`src/rtl/frame_scan_reader.sv`:
```
// rtl/frame_scan_reader.sv - raster frame-buffer read master with VGA timing and grey clamp
// Build option SCALE2X_EN: each image word covers a 2x2 block of screen pixels.
module frame_scan_reader #(
  parameter int H_ACTIVE  = 640,
  parameter int H_FP      = 16,
  parameter int H_SYNC    = 96,
  parameter int H_BP      = 48,
  parameter int V_ACTIVE  = 480,
  parameter int V_FP      = 10,
  parameter int V_SYNC    = 2,
  parameter int V_BP      = 33,
  parameter int IMG_W     = 256,
  parameter int IMG_H     = 256,
  parameter int BASE_ADDR = 0,
  parameter int CLK_DIV   = 2,
  parameter int RD_LAT    = 2
) (
  input  logic        clk,
  input  logic        rst,
  input  logic        enable,
  output logic [19:0] address2,
  input  logic [15:0] qb,
  output logic [7:0]  pixel,
  output logic        hsync,
  output logic        vsync,
  output logic        blank_n,
  output logic        frame_done
);

  localparam int H_TOT  = H_ACTIVE + H_FP + H_SYNC + H_BP;
  localparam int V_TOT  = V_ACTIVE + V_FP + V_SYNC + V_BP;
  localparam int HW     = $clog2(H_TOT);
  localparam int VW     = $clog2(V_TOT);
  localparam int DW     = (CLK_DIV > 1) ? $clog2(CLK_DIV) : 1;
  localparam int HS_ON  = H_ACTIVE + H_FP;
  localparam int HS_OFF = HS_ON + H_SYNC;
  localparam int VS_ON  = V_ACTIVE + V_FP;
  localparam int VS_OFF = VS_ON + V_SYNC;
`ifdef SCALE2X_EN
  localparam int SCALE  = 2;
`else
  localparam int SCALE  = 1;
`endif
  localparam int WIN_W  = IMG_W * SCALE;
  localparam int WIN_H  = IMG_H * SCALE;

  localparam logic [HW-1:0] H_LAST   = HW'(H_TOT - 1);
  localparam logic [VW-1:0] V_LAST   = VW'(V_TOT - 1);
  localparam logic [DW-1:0] DIV_LAST = DW'(CLK_DIV - 1);
  localparam logic [19:0]   BASE     = 20'(BASE_ADDR);

  typedef enum logic {IDLE, SCAN} state_t;

  typedef struct packed {
    logic fdone;
    logic in_img;
    logic vis;
    logic vs;
    logic hs;
  } flags_t;

  localparam flags_t FLAGS_RST = '{fdone: 1'b0, in_img: 1'b0, vis: 1'b0, vs: 1'b1, hs: 1'b1};

  state_t        state_q, state_d;
  logic [DW-1:0] div_q, div_d;
  logic [HW-1:0] h_q, h_d;
  logic [VW-1:0] v_q, v_d;
  logic [19:0]   addr_q, addr_d;
  logic [7:0]    pixel_q, pixel_d;
`ifdef SCALE2X_EN
  logic [19:0]   line_start_q, line_start_d;
`endif
  flags_t        pipe_q [RD_LAT];
  flags_t        pipe_d [RD_LAT];
  flags_t        tap    [RD_LAT+1];
  flags_t        cur_flags;
  flags_t        conv_flags;

  logic pix_en;
  logic h_last;
  logic v_last;
  logic frame_start;
  logic scan_act;
  logic visible;
  logic in_img;

  // A frame's scan/idle decision is taken on the first clk of pixel (0,0)
  // and applies combinationally to that pixel, so no pixel is lost.
  always_comb begin
    state_d     = state_q;
    frame_start = (h_q == '0) && (v_q == '0) && (div_q == '0);
    scan_act    = (state_q == SCAN);
    if (frame_start) begin
      state_d  = enable ? SCAN : IDLE;
      scan_act = enable;
    end
  end

  always_comb begin
    pix_en  = (div_q == DIV_LAST);
    h_last  = (h_q == H_LAST);
    v_last  = (v_q == V_LAST);
    visible = (32'(h_q) < H_ACTIVE) && (32'(v_q) < V_ACTIVE);
    in_img  = (32'(h_q) < WIN_W) && (32'(v_q) < WIN_H) && scan_act;

    div_d = pix_en ? '0 : div_q + 1'b1;
    h_d   = h_q;
    v_d   = v_q;
    if (pix_en) begin
      h_d = h_last ? '0 : h_q + 1'b1;
      if (h_last) begin
        v_d = v_last ? '0 : v_q + 1'b1;
      end
    end

    addr_d = addr_q;
`ifdef SCALE2X_EN
    line_start_d = line_start_q;
    if (in_img && (h_q == '0)) begin
      line_start_d = addr_q;
    end
`endif
    // Rewind at the last pixel of the frame so (0,0) already sees BASE.
    if (pix_en && h_last && v_last) begin
      addr_d = BASE;
    end else if (pix_en && in_img) begin
`ifdef SCALE2X_EN
      if ((32'(h_q) == WIN_W - 1) && !v_q[0]) begin
        addr_d = line_start_q;
      end else if (h_q[0]) begin
        addr_d = addr_q + 20'd1;
      end
`else
      addr_d = addr_q + 20'd1;
`endif
    end

    cur_flags.hs     = !((32'(h_q) >= HS_ON) && (32'(h_q) < HS_OFF));
    cur_flags.vs     = !((32'(v_q) >= VS_ON) && (32'(v_q) < VS_OFF));
    cur_flags.vis    = visible && scan_act;
    cur_flags.in_img = in_img;
    cur_flags.fdone  = pix_en && (32'(h_q) == H_ACTIVE - 1) && (32'(v_q) == V_ACTIVE - 1);

    tap[0] = cur_flags;
    for (int k = 0; k < RD_LAT; k++) begin
      tap[k+1]  = pipe_q[k];
      pipe_d[k] = tap[k];
    end

    // qb for a given address arrives alongside the flags one stage before the output.
    conv_flags = tap[RD_LAT-1];
    pixel_d    = 8'h00;
    if (conv_flags.vis && conv_flags.in_img) begin
      if (qb[15]) begin
        pixel_d = 8'h00;
      end else if (|qb[14:8]) begin
        pixel_d = 8'hFF;
      end else begin
        pixel_d = qb[7:0];
      end
    end
  end

  always_ff @(posedge clk or posedge rst) begin
    if (rst) begin
      state_q <= IDLE;
    end else begin
      state_q <= state_d;
    end
  end

  always_ff @(posedge clk or posedge rst) begin
    if (rst) begin
      div_q   <= '0;
      h_q     <= '0;
      v_q     <= '0;
      addr_q  <= BASE;
      pixel_q <= '0;
`ifdef SCALE2X_EN
      line_start_q <= BASE;
`endif
      for (int k = 0; k < RD_LAT; k++) begin
        pipe_q[k] <= FLAGS_RST;
      end
    end else begin
      div_q   <= div_d;
      h_q     <= h_d;
      v_q     <= v_d;
      addr_q  <= addr_d;
      pixel_q <= pixel_d;
`ifdef SCALE2X_EN
      line_start_q <= line_start_d;
`endif
      for (int k = 0; k < RD_LAT; k++) begin
        pipe_q[k] <= pipe_d[k];
      end
    end
  end

  assign address2   = addr_q;
  assign pixel      = pixel_q;
  assign hsync      = pipe_q[RD_LAT-1].hs;
  assign vsync      = pipe_q[RD_LAT-1].vs;
  assign blank_n    = pipe_q[RD_LAT-1].vis;
  assign frame_done = pipe_q[RD_LAT-1].fdone;

endmodule
```
`config.mk`:
```
export PLATFORM = sky130hd
export DESIGN_NAME = frame_scan_reader
export DESIGN_NICKNAME = d
export VERILOG_FILES = /design/src/rtl/frame_scan_reader.sv
export SDC_FILE = /design/constraint.sdc
export NUM_CORES = 1
export LEC_CHECK = 0
export ABC_AREA = 1
export ABC_CLOCK_PERIOD_IN_PS = 2280
export CAP_MARGIN = 20
export CELL_PAD_IN_SITES_DETAIL_PLACEMENT = 1
export CELL_PAD_IN_SITES_GLOBAL_PLACEMENT = 1
export CORE_UTILIZATION = 40
export CTS_CLUSTER_SIZE = 16
export DETAILED_ROUTE_END_ITERATION = 8
export PLACE_DENSITY = 0.84
export SYNTH_ARGS = -nofsm -noshare
export SYNTH_HDL_FRONTEND = slang
export SYNTH_SLANG_ARGS = --single-unit
export TNS_END_PERCENT = 5
```
`constraint.sdc`:
```
create_clock -name clk -period 2.28 [get_ports clk]
set_input_delay 0.228 -clock clk [delete_from_list [all_inputs] [get_ports clk]]
set_output_delay 0.228 -clock clk [all_outputs]
set_load 0.02 [all_outputs]
```
==> impl_metrics.py, run 1 <==
metrics = {
    "run_status": {
        "outcome": "complete, no violations",
    },
    "synth": {
        "synth_warnings": 0,
        "syn_avg_cell_area_um2": 8.281,
        "netlist_area_mm2": 0.003188,
        "synth_seq_cells": 59,
        "ys_types": 31,
        "yosysSeqAreaShare_pct": 46.47,
        "synth_edf_count": 0,
        "synth_cells": 385,
        "synth_ff_type": "dfrtp_1",
        "async_reset_ff_share_pct": 100.0,
        "syn_nets": 409,
    },
    "power_and_ir_drop": {
        "powerDensity_mw_per_mm2": 579.4,
        "internal_power_uw": 1673,
        "pwr-share-comb_pct": 12.6,
        "p_clk_share_pct": 37.5,
        "seq_power_share_pct": 49.9,
        "swShare_pct": 27.02,
        "p_sw_uw": 619.4,
        "irDropWorstVdd_mv": 0.3280,
        "leakagePower_uw": 0.001861,
    },
    "sta": {
        "maxSlewHeadroom_pct": 62.00,
        "fin_tns_setup_ns": 0,
        "finalSetupViolations": 0,
        "timing.hold.ws_ns": 0.2698,
        "fmax_mhz": 519.1,
        "hold_violations": 0,
        "rsz0062_at_grt": "false",
        "tightest_slew_ns": 0.5648,
        "fin_skew_ns": 0.009416,
        "slew_violations": 0,
        "fin_crit_sh_pct": 84.49,
        "min_period_ns": 1.926,
    },
    "floorplan": {
        "num_rows": 32,
        "initial_core_util_pct": 41.26,
        "coreArea_mm2": 0.007727,
        "die_y_um": 91.28,
        "ios": 51,
        "fp.dieW_um": 91.28,
        "dieArea_mm2": 0.008331,
    },
    "drt": {
        "drc": 0,
        "wire_per_inst_um": 14.47,
        "wirelength_mm": 7.927,
        "vias": 2769,
        "ant_nets": 0,
        "drt_iter0_drc": 116,
        "viasPerCell": 5.053,
        "dr.pass1.iters": 4,
    },
    "grt": {
        "antenna_found_initial": 0,
        "grt_use_total_pct": 21.76,
        "grt_pass1_vias": 3016,
        "grt_pass1_wl_mm": 14.21,
        "grt-ovfl-total": 0,
        "grt_max_degree": 60,
    },
    "cts": {
        "post_cts_buffers": 0,
        "clockRootBuffer": "clkbuf_8",
        "cts_tree": "done",
        "cts.repair.resized": 0,
        "clock_sinks": 59,
        "cts_buffers": 9,
        "htree_num_levels": 3,
        "cts.clk_slew.worst_paths_ns": 0.07,
        "holdBufCountCts": 0,
        "insertion_delay_ns": 0.34,
        "clk_path_buf_depth": 2,
    },
    "placed_design": {
        "port_buffers": 50,
        "placed_area_mm2": 0.003777,
        "gp_congestion": 0.8730,
        "dp_hpwl_mm": 5.698,
    },
    "setup_path": {
        "crit_path_end_kind": "flop",
        "r2r_end": "address2[19]",
        "critPathLaunch": "h_q[0]",
        "startpoint_type": "flop",
        "r2r_slack_ns": 0.35,
        "crit_fanout": 21,
        "endpoint": "address2[19]",
        "reg2reg_from": "h_q[0]",
        "path_class": "reg2reg",
        "cp_data_arrival_time_ns": 2.20,
        "rr_worst_depth": 12,
        "required_ns": 2.56,
    },
    "hold_path": {
        "hp-class": "in2async",
    },
    "finish": {
        "fin_nets": 465,
        "final_cell_area_mm2": 0.003956,
        "num_antenna_cells": 0,
        "post_route_cells_drive_above_1_share_pct": 9.641,
        "final_util_pct": 51.20,
        "area_growth_pct": 24.10,
    },
    "run": {
        "drv_cap": 0,
    },
}
-- logic make-up after synthesis --
group                      after synthesis  share of synthesized area [%]
xor gates and xnor gates                22                          6.044
AOI/OAI and AO/OA                       28                          4.788
adders and majority gates                5                          1.962
DFF                                     59                          46.47
and+or+nand+nor                        207                          31.71
buffers and inverters                   64                          9.026
-- placed cells by master, fill, tap and decap left out, types with 2 or more instances in the layout --
cell type and n:
xnor2_1 4, nand2_1 70, a21oi_1 16, inv_2 5, xor2_1 18, a31oi_1 3, dfstp_2 4, clkdlybuf4s50_1 50
o21ai_0 6, dfrtp_1 55, nor2_4 5, nand2_2 3, nor4_1 3, clkinv_2 4, nand3_1 46, clkbuf_8 11
nand4_1 11, nor2_2 2, buf_4 3, ha_1 5, nand3b_1 10, nor2_1 38, nor3_1 14, inv_1 50
-- per-layer routing --
layer	GRT usage [%]	vias to the layer above	part of all wire [%]
li1	-	1357	-
met1	26.07	1368	45
met2	38.19	36	51
met3	5.779	8	2.5
met4	6.349	0	0.77
met5	0	-	0
-- power by group through the flow --
stage                     Combinational, uW  Sequential (uW)  Clock, uW
final                                   290             1140        860
after global routing                    323             1150        936
after CTS                               293             1140        894
after detailed placement                291             1160          0
after global placement                  282             1160          0
after floorplan                         111             1200          0
-- layout make-up --
type / count / area, um^2
clock buffer: 11 / 151.4
clock inverter: 5 / 27.53
fill: 940 / 3771
inverter: 55 / 206.4
multi-input combinational: 262 / 1419
sequential: 59 / 1481
tap: 102 / 127.6
timing repair buffer: 54 / 543.0
-- sequential cells by signal, summed over array words and instances (netlist names) --
signal      count
div_q           1
frame_done      1
vsync           1
state_q         1
conv_flags      5
address2       20
v_q            10
hsync           1
h_q            10
blank_n         1
pixel           8
-- critical path, cell delays in order, from the launching register on --
cell	delay (ns)
dfrtp_1	0.41
inv_1	0.10
ha_1	0.15
inv_1	0.04
nor2_1	0.10
nand2_2	0.07
nor2_4	0.09
nand3_2	0.07
nand2_2	0.08
nand2_2	0.08
nor2_4	0.41
nand3_1	0.16
nand2_1	0.11
-- metrics by stage --
stage               setup WS, ns  cells  power [uW]
detailed placement        0.3610    532        1452
floorplan                 0.6023    385        1306
global route              0.1426    548        2410
global placement          0.4659    532        1439
CTS                       0.3517    548        2329
finish                    0.3537    548        2292
-- how the worst min path moves through the flow --
stage / start / to / slack [ns] / depth (start not counted)
detailed placement: conv_flags[4] / frame_done / 0.35 / 0
CTS: rst / h_q[4] / 0.28 / 3
finish: rst / h_q[4] / 0.27 / 3
global route: rst / h_q[4] / 0.32 / 3
floorplan: conv_flags[4] / frame_done / 0.33 / 0
global placement: conv_flags[4] / frame_done / 0.34 / 0
-- cells in the mapped netlist, types with 4 or more instances --
| master | instances | area share, % |
|---|---|---|
| dfstp_2 | 4 | 3.3 |
| nand4_1 | 11 | 2.2 |
| buf_6 | 5 | 1.8 |
| o21ai_0 | 6 | 0.94 |
| xnor2_1 | 4 | 1.1 |
| nand3b_1 | 10 | 2.4 |
| dfrtp_1 | 55 | 43 |
| nand3_1 | 46 | 7.2 |
| xor2_1 | 18 | 4.9 |
| nor3_1 | 14 | 2.2 |
| a21oi_1 | 16 | 2.5 |
| nor2_1 | 38 | 4.5 |
| inv_1 | 51 | 6.0 |
| inv_2 | 4 | 0.47 |
| nand2_1 | 70 | 8.2 |
| ha_1 | 5 | 2.0 |
| nor2_4 | 5 | 1.8 |
(Power assumes the default switching activity.)
==> inputs of run 2 (changes only) <==
Settings changed: ABC_CLOCK_PERIOD_IN_PS 2280 to 1600, CORE_UTILIZATION 40 to 36, PLACE_DENSITY 0.84 to 0.8.
Clock period 2.28 ns to 1.6 ns, I/O delays scaled along.
==> run 2 against run 1 <==
- the run now ends with setup timing left
- total power grew 50%
- sequential share of layout area shrank 4.0 points
- clock skew shrank 0.00077 ns
- clock-buffer cell count shrank 2
- global-route usage shrank 0.11 points
- register-to-register slack lost 0.46 ns
- flip-flop and latch count is the same
- final area grew 12%
- sequential power grew 41%
- die area grew 11%
- critical path type unchanged
- largest cell class is now multi-input gates
==> impl_metrics.py, run 2 (synthesis gave the netlist of run 1 again) <==
metrics = {
    "run_status": {
        "violations": "setup timing",
        "outcome": "complete, but fails checks",
    },
    "drt": {
        "vias": 3039,
        "ant_nets": 0,
        "wirelength_mm": 9.059,
        "viasPerCell": 5.073,
        "dr.pass1.iters": 4,
        "drt_iter0_drc": 90,
        "wire_per_inst_um": 15.12,
        "drc": 0,
    },
    "floorplan": {
        "die_y_um": 96.11,
        "num_rows": 33,
        "ios": 51,
        "dieArea_mm2": 0.009236,
        "fp.dieW_um": 96.11,
        "coreArea_mm2": 0.008382,
        "initial_core_util_pct": 38.04,
    },
    "grt": {
        "busiest_layer": "met2",
        "grtUsageMet1_pct": 24.85,
        "grt_pass1_vias": 3214,
        "antenna_found_initial": 0,
        "grt-ovfl-total": 0,
        "grt_pass1_wl_mm": 15.28,
        "grt_util_met2_pct": 40.07,
        "use_met3_pct": 4.739,
        "grt_max_degree": 60,
        "grt_use_total_pct": 21.65,
    },
    "sta": {
        "fin_crit_sh_pct": 106.6,
        "finalSetupViolations": 23,
        "fin_skew_ns": 0.008650,
        "maxSlewHeadroom_pct": 75.32,
        "final.setup.worst_slack_ns": -0.1063,
        "rsz0062_at_grt": "true",
        "slew_violations": 0,
        "fmax_mhz": 586.1,
        "hold_violations": 0,
        "min_period_ns": 1.706,
        "tightest_slew_ns": 0.3693,
    },
    "finish": {
        "post_route_cells_drive_above_1_share_pct": 21.66,
        "mostFrequentLayoutCell": "nand2_1",
        "final_cell_mix": "69 x nand2_1, 55 x dfrtp_1, 46 x inv_1, 46 x nand3_1, 46 x buf_4",
        "num_antenna_cells": 0,
        "stdcell_count": 599,
        "fin_nets": 513,
        "fill_cells": 1001,
        "largest_reg_flops": 20,
        "area_growth_pct": 39.09,
    },
    "cts": {
        "clk_path_buf_depth": 2,
        "cts_buffers": 9,
        "cts_tree": "done",
        "htree_num_levels": 3,
        "clock_sinks": 59,
        "insertion_delay_ns": 0.35,
        "cts.clk_slew.worst_paths_ns": 0.07,
        "clockRootBuffer": "clkbuf_8",
    },
    "setup_path": {
        "path_buf_inv": 3,
        "crit_fanout": 4,
        "cp_data_arrival_time_ns": 1.95,
        "slowest_stage": "dfrtp_1",
        "path_cells": "inv_2 -> ha_4 -> inv_2 -> nor2_4 -> nand2_2 -> nor2_4 -> nand4_1 -> nand2_2 -> nor2_4 -> buf_6 -> nand3b_1 -> nand2_1",
        "path_class": "reg2reg",
        "startpoint_type": "flop",
        "crit_path_end_kind": "flop",
        "required_ns": 1.84,
        "crit_family": "simple AND/OR/NAND/NOR gates",
        "worst_path_largest_cell_delay_ns": 0.41,
        "crit_top_cell": "nor2_4",
    },
    "placed_design": {
        "dp_hpwl_mm": 6.465,
        "dp_cells": 576,
        "pre_cts_ws_ns": -0.3459,
        "port_buffers": 50,
        "gp_congestion": 0.8487,
    },
    "power_and_ir_drop": {
        "leakagePower_uw": 0.002223,
        "powerDensity_mw_per_mm2": 774.2,
        "irDropWorstVdd_mv": 0.5673,
    },
    "run": {
        "drv_cap": 0,
    },
    "hold_path": {
        "hp-class": "in2async",
    },
}
## run 2: cell count changes in the layout (fill, tap and decap cells not counted), sizes merged, moves of 2 or more
cell,before,now
clkinvlp,1,3
clkdlybuf4s50,50,33
dlymetal6s2s,0,3
clkbuf,11,9
dlygate4sd2,0,14
buf,4,51
## run 2: power breakdown
part | switching [uW] | internal [uW] | leakage (uW)
registers | 66.9 | 1550 | 0.000776
clock network | 640 | 712 | 0.0000950
logic | 248 | 218 | 0.00135
total | 955 | 2480 | 0.00222
## run 2: what timing repair did
item / 4_1_cts / 5_1_grt
setup endpoints to repair: 45 / 39
hold buffers: 0 / 0
pin swaps: 5 / 10
gates resized for setup: 28 / 12
gates cloned: 1 / 0
buffers inserted: 4 / 2
## run 2: per-layer routing
layer / wire length, um / vias to the layer above / part of all wire (%)
met5: 0 / - / 0
met1: 3872 / 1517 / 43
met4: 134 / 0 / 1.5
li1: - / 1453 / -
met3: 274 / 15 / 3.0
met2: 4777 / 54 / 53
## run 2: final timing paths
check,startpoint,endpoint,slack (ns),cells after the start
max,h_q[1],address2[10],-0.11,12
min,rst,h_q[0],0.25,3
max reg2reg,h_q[1],address2[10],-0.11,12
min reg2reg,conv_flags[0],hsync,0.36,0
max in group asynchronous,rst,vsync,1.04,3
min in group clk,qb[2],pixel[2],0.34,3
## run 2: worst min-delay path, stage by stage
cell and delay [ns]:
clkdlybuf4s50_1 0.44, clkinvlp_4 0.10, buf_12 0.29
## run 2: final cells by class
class | instances | area [um^2] | area share, %
timing repair buffer | 101 | 918.4 | 20.71
inverter | 55 | 210.2 | 4.740
sequential | 59 | 1481 | 33.41
multi-input combinational | 263 | 1500 | 33.83
tap | 105 | 131.4 | 2.963
clock buffer | 9 | 123.9 | 2.793
clock inverter | 7 | 68.82 | 1.552
## run 2: stage by stage
stage	util [%]	hold slack [ns]	setup TNS, ns	cell area, um^2	power, uW
detailed placement	49.13	0.3380	-6.710	4118	2128
global route	52.90	0.3023	-5.340	4434	3595
global placement	49.13	0.3455	-3.569	4118	2094
finish	52.90	0.2529	-1.931	4434	3433
floorplan	-	0.2581	0	3192	1862
CTS	52.19	0.2537	-2.408	4374	3498
==> inputs of run 3 (changes only) <==
Settings changed: ABC_AREA 1 to default, CORE_UTILIZATION 36 to 37.
==> run 3 against run 2 <==
- fmax decreased by 17%
- routed wire length rose by 23%
- worst setup slack got worse by 0.34 ns
- cell count is 11% lower
- the run still ends with setup timing left
- total power up 5.4%
- clock skew rose by 0.013 ns
- register-to-register slack worse by 0.34 ns
- worst hold slack worse by 0.16 ns
- critical endpoint is now conv_flags[2]
- die area shrank 11%
- via count down 1.2%
- final area increased by 3.8%
- non-clock buffer count up 42
==> impl_metrics.py, run 3 <==
metrics = {
    "drt": {
        "ant_nets": 0,
        "wirelength_mm": 11.11,
        "dr.pass1.iters": 4,
        "drt_iter0_drc": 198,
        "viasPerCell": 5.655,
        "wire_per_inst_um": 20.91,
        "vias": 3003,
        "drc": 0,
    },
    "setup_path": {
        "rr_worst_depth": 7,
        "path_cells": "inv_2 -> ha_4 -> nor4b_4 -> buf_4 -> nand4_1 -> or3_4 -> a2111oi_4",
        "r2r_end": "conv_flags[2]",
        "path_class": "reg2reg",
        "cp_data_arrival_time_ns": 2.30,
        "startpoint_type": "flop",
        "reg2reg_from": "v_q[0]",
        "slowest_stage": "or3_4",
        "worst_path_largest_cell_delay_ns": 0.45,
        "crit_fanout": 2,
        "path_buf_inv": 2,
        "r2r_slack_ns": -0.45,
        "crit_path_end_kind": "flop",
        "required_ns": 1.85,
        "crit_family": "simple AND/OR/NAND/NOR gates",
    },
    "sta": {
        "final.setup.worst_slack_ns": -0.4510,
        "hold_violations": 0,
        "fmax_mhz": 487.6,
        "rsz0062_at_grt": "true",
        "tightest_slew_ns": 0.3580,
        "min_period_ns": 2.051,
        "slew_violations": 0,
        "fin_crit_sh_pct": 128.2,
        "timing.hold.ws_ns": 0.09214,
        "finalSetupViolations": 33,
        "maxSlewHeadroom_pct": 75.91,
        "fin_skew_ns": 0.02180,
    },
    "synth": {
        "synth_compound_area_share_pct": 12.34,
        "yosys.area_share.adder_pct": 2.157,
        "ys_top_cells_by_area": "dfrtp_1 47%, dfstp_2 3.6%, xnor2_1 3.6%, nand4_1 3.0%, nand3_1 2.9%",
        "synthSimpleGateAreaFrac_pct": 22.86,
        "synth_ff_type": "dfrtp_1",
        "synth_seq_cells": 59,
        "syn_nets": 308,
        "synth_top_family_by_area": "simple AND/OR/NAND/NOR gates",
        "synth_common_cells": "55 x dfrtp_1, 21 x nand2_1, 17 x nand3_1, 17 x nor2_1, 16 x inv_1",
        "syn_avg_cell_area_um2": 10.21,
        "yosysSeqAreaShare_pct": 51.08,
        "synth_cells": 284,
        "netlist_area_mm2": 0.002900,
        "synth_top_area_cell": "dfrtp_1",
        "async_reset_ff_share_pct": 100.0,
        "netlist.area_leader.share_pct": 47.45,
        "synthMuxAreaShare_pct": 2.071,
        "synth_most_common_cell": "dfrtp_1",
        "ys_types": 44,
        "synth_warnings": 0,
        "synth_xor_area_share_pct": 4.832,
        "synth_edf_count": 0,
    },
    "finish": {
        "num_antenna_cells": 0,
        "final_cell_mix": "81 x buf_4, 46 x dfrtp_1, 32 x clkdlybuf4s50_1",
        "mostFrequentLayoutCell": "buf_4",
        "fill_cells": 801,
        "fin_nets": 451,
        "largest_reg_flops": 20,
        "post_route_cells_drive_above_1_share_pct": 36.34,
        "area_growth_pct": 58.63,
    },
    "grt": {
        "antenna_found_initial": 0,
        "grt_pass1_wl_mm": 18.09,
        "grt_use_total_pct": 29.03,
        "grt_max_degree": 31,
        "grt_pass1_vias": 3361,
        "grt-ovfl-total": 0,
    },
    "hold_path": {
        "hp-class": "in2async",
    },
    "cts": {
        "cts_tree": "done",
        "clk_path_buf_depth": 2,
        "clockRootBuffer": "clkbuf_8",
        "holdBufCountCts": 0,
        "cts.clk_slew.worst_paths_ns": 0.09,
        "cts_buffers": 9,
        "clock_sinks": 59,
        "htree_num_levels": 3,
        "insertion_delay_ns": 0.35,
    },
    "power_and_ir_drop": {
        "p_clk_share_pct": 38.1,
        "swShare_pct": 27.21,
        "internal_power_uw": 2635,
        "leakagePower_uw": 0.002135,
        "pwr-share-comb_pct": 17.2,
        "powerDensity_mw_per_mm2": 786.7,
        "power_uw": 3619,
        "p_sw_uw": 984.7,
        "irDropWorstVdd_mv": 0.5453,
        "seq_power_share_pct": 44.6,
    },
    "run": {
        "drv_cap": 0,
    },
    "floorplan": {
        "num_rows": 31,
        "ios": 51,
        "fp.dieW_um": 90.54,
        "initial_core_util_pct": 39.15,
        "die_y_um": 90.54,
        "coreArea_mm2": 0.007408,
        "dieArea_mm2": 0.008197,
    },
    "placed_design": {
        "dp_hpwl_mm": 7.061,
        "gp_congestion": 0.8544,
        "port_buffers": 50,
    },
    "run_status": {
        "outcome": "complete, but fails checks",
        "violations": "setup timing",
    },
}
run 3: changes by cell type after synthesis, sizes merged, moves of 8 or more:
cell,change
or4,+9
o211ai,+8
xor2,-14
o21ai,+8
o21a,+10
nand2,-52
xnor2,+8
nand3,-30
nor2,-26
nand3b,-10
inv,-39
run 3: cells by family (layout without fill, tap and decap cells):
group                    count (synthesis)  count (layout)
multiplexers                             6               6
AO/OA/AOI/OAI                           54              54
adder cells (fa/ha/maj)                  5               5
XOR/XNOR                                16              16
AND/OR/NAND/NOR                        117             117
buffers and inverters                   27             175
flip-flops                              59              59
run 3: what timing repair did:
action | 4_1_cts | 5_1_grt
resized for setup | 40 | 21
buffers inserted | 6 | 3
pin swaps | 10 | 4
gates cloned | 1 | 0
endpoints found under the setup margin | 50 | 40
run 3: through the flow:
| step | cell area, um^2 | instances | setup slack (ns) | util, % | TNS, ns |
|---|---|---|---|---|---|
| 2_1_floorplan | 2969 | 284 | -0.2749 | - | -7.586 |
| 3_3_place_gp | 4167 | 505 | -0.2183 | 56.24 | -5.388 |
| 3_5_place_dp | 4167 | 505 | -0.3652 | 56.24 | -8.955 |
| 4_1_cts | 4508 | 528 | -0.3220 | 60.85 | -6.595 |
| 5_1_grt | 4601 | 531 | -0.5013 | 62.10 | -10.60 |
| 6_report | 4601 | 531 | -0.4510 | 62.10 | -8.707 |
run 3: routing by layer:
metal	share of wire, %	GRT usage (%)
met4	3.7	14.38
met3	3.7	6.566
met2	55	53.98
met1	37	30.43
met5	0	0
run 3: final cells by class:
cell class / instances / area [um^2] / share of cell area, %
clock buffers: 11 / 141.4 / 3.073
clock inverters: 5 / 52.55 / 1.142
inverters: 16 / 60.06 / 1.305
multi-input cells: 198 / 1465 / 31.85
flip-flops and latches: 59 / 1493 / 32.44
well taps: 99 / 123.9 / 2.692
repair buffers: 143 / 1265 / 27.50
run 3: worst max path at each step:
| stage | from | end | slack (ns) | depth (start not counted) |
|---|---|---|---|---|
| finish | v_q[0] | conv_flags[2] | -0.45 | 7 |
| global route | v_q[0] | conv_flags[2] | -0.50 | 7 |
| CTS | v_q[0] | conv_flags[2] | -0.32 | 7 |
| detailed placement | v_q[8] | address2[18] | -0.37 | 7 |
| global placement | h_q[5] | v_q[8] | -0.22 | 5 |
| floorplan | h_q[9] | conv_flags[2] | -0.27 | 5 |
run 3: power by group through the flow:
stage	sequential, uW	clock, uW	combinational (uW)
CTS	1610	1400	618
floorplan	1740	0	144
finish	1620	1380	624
global route	1620	1470	671
detailed placement	1640	0	624
global placement	1640	0	594
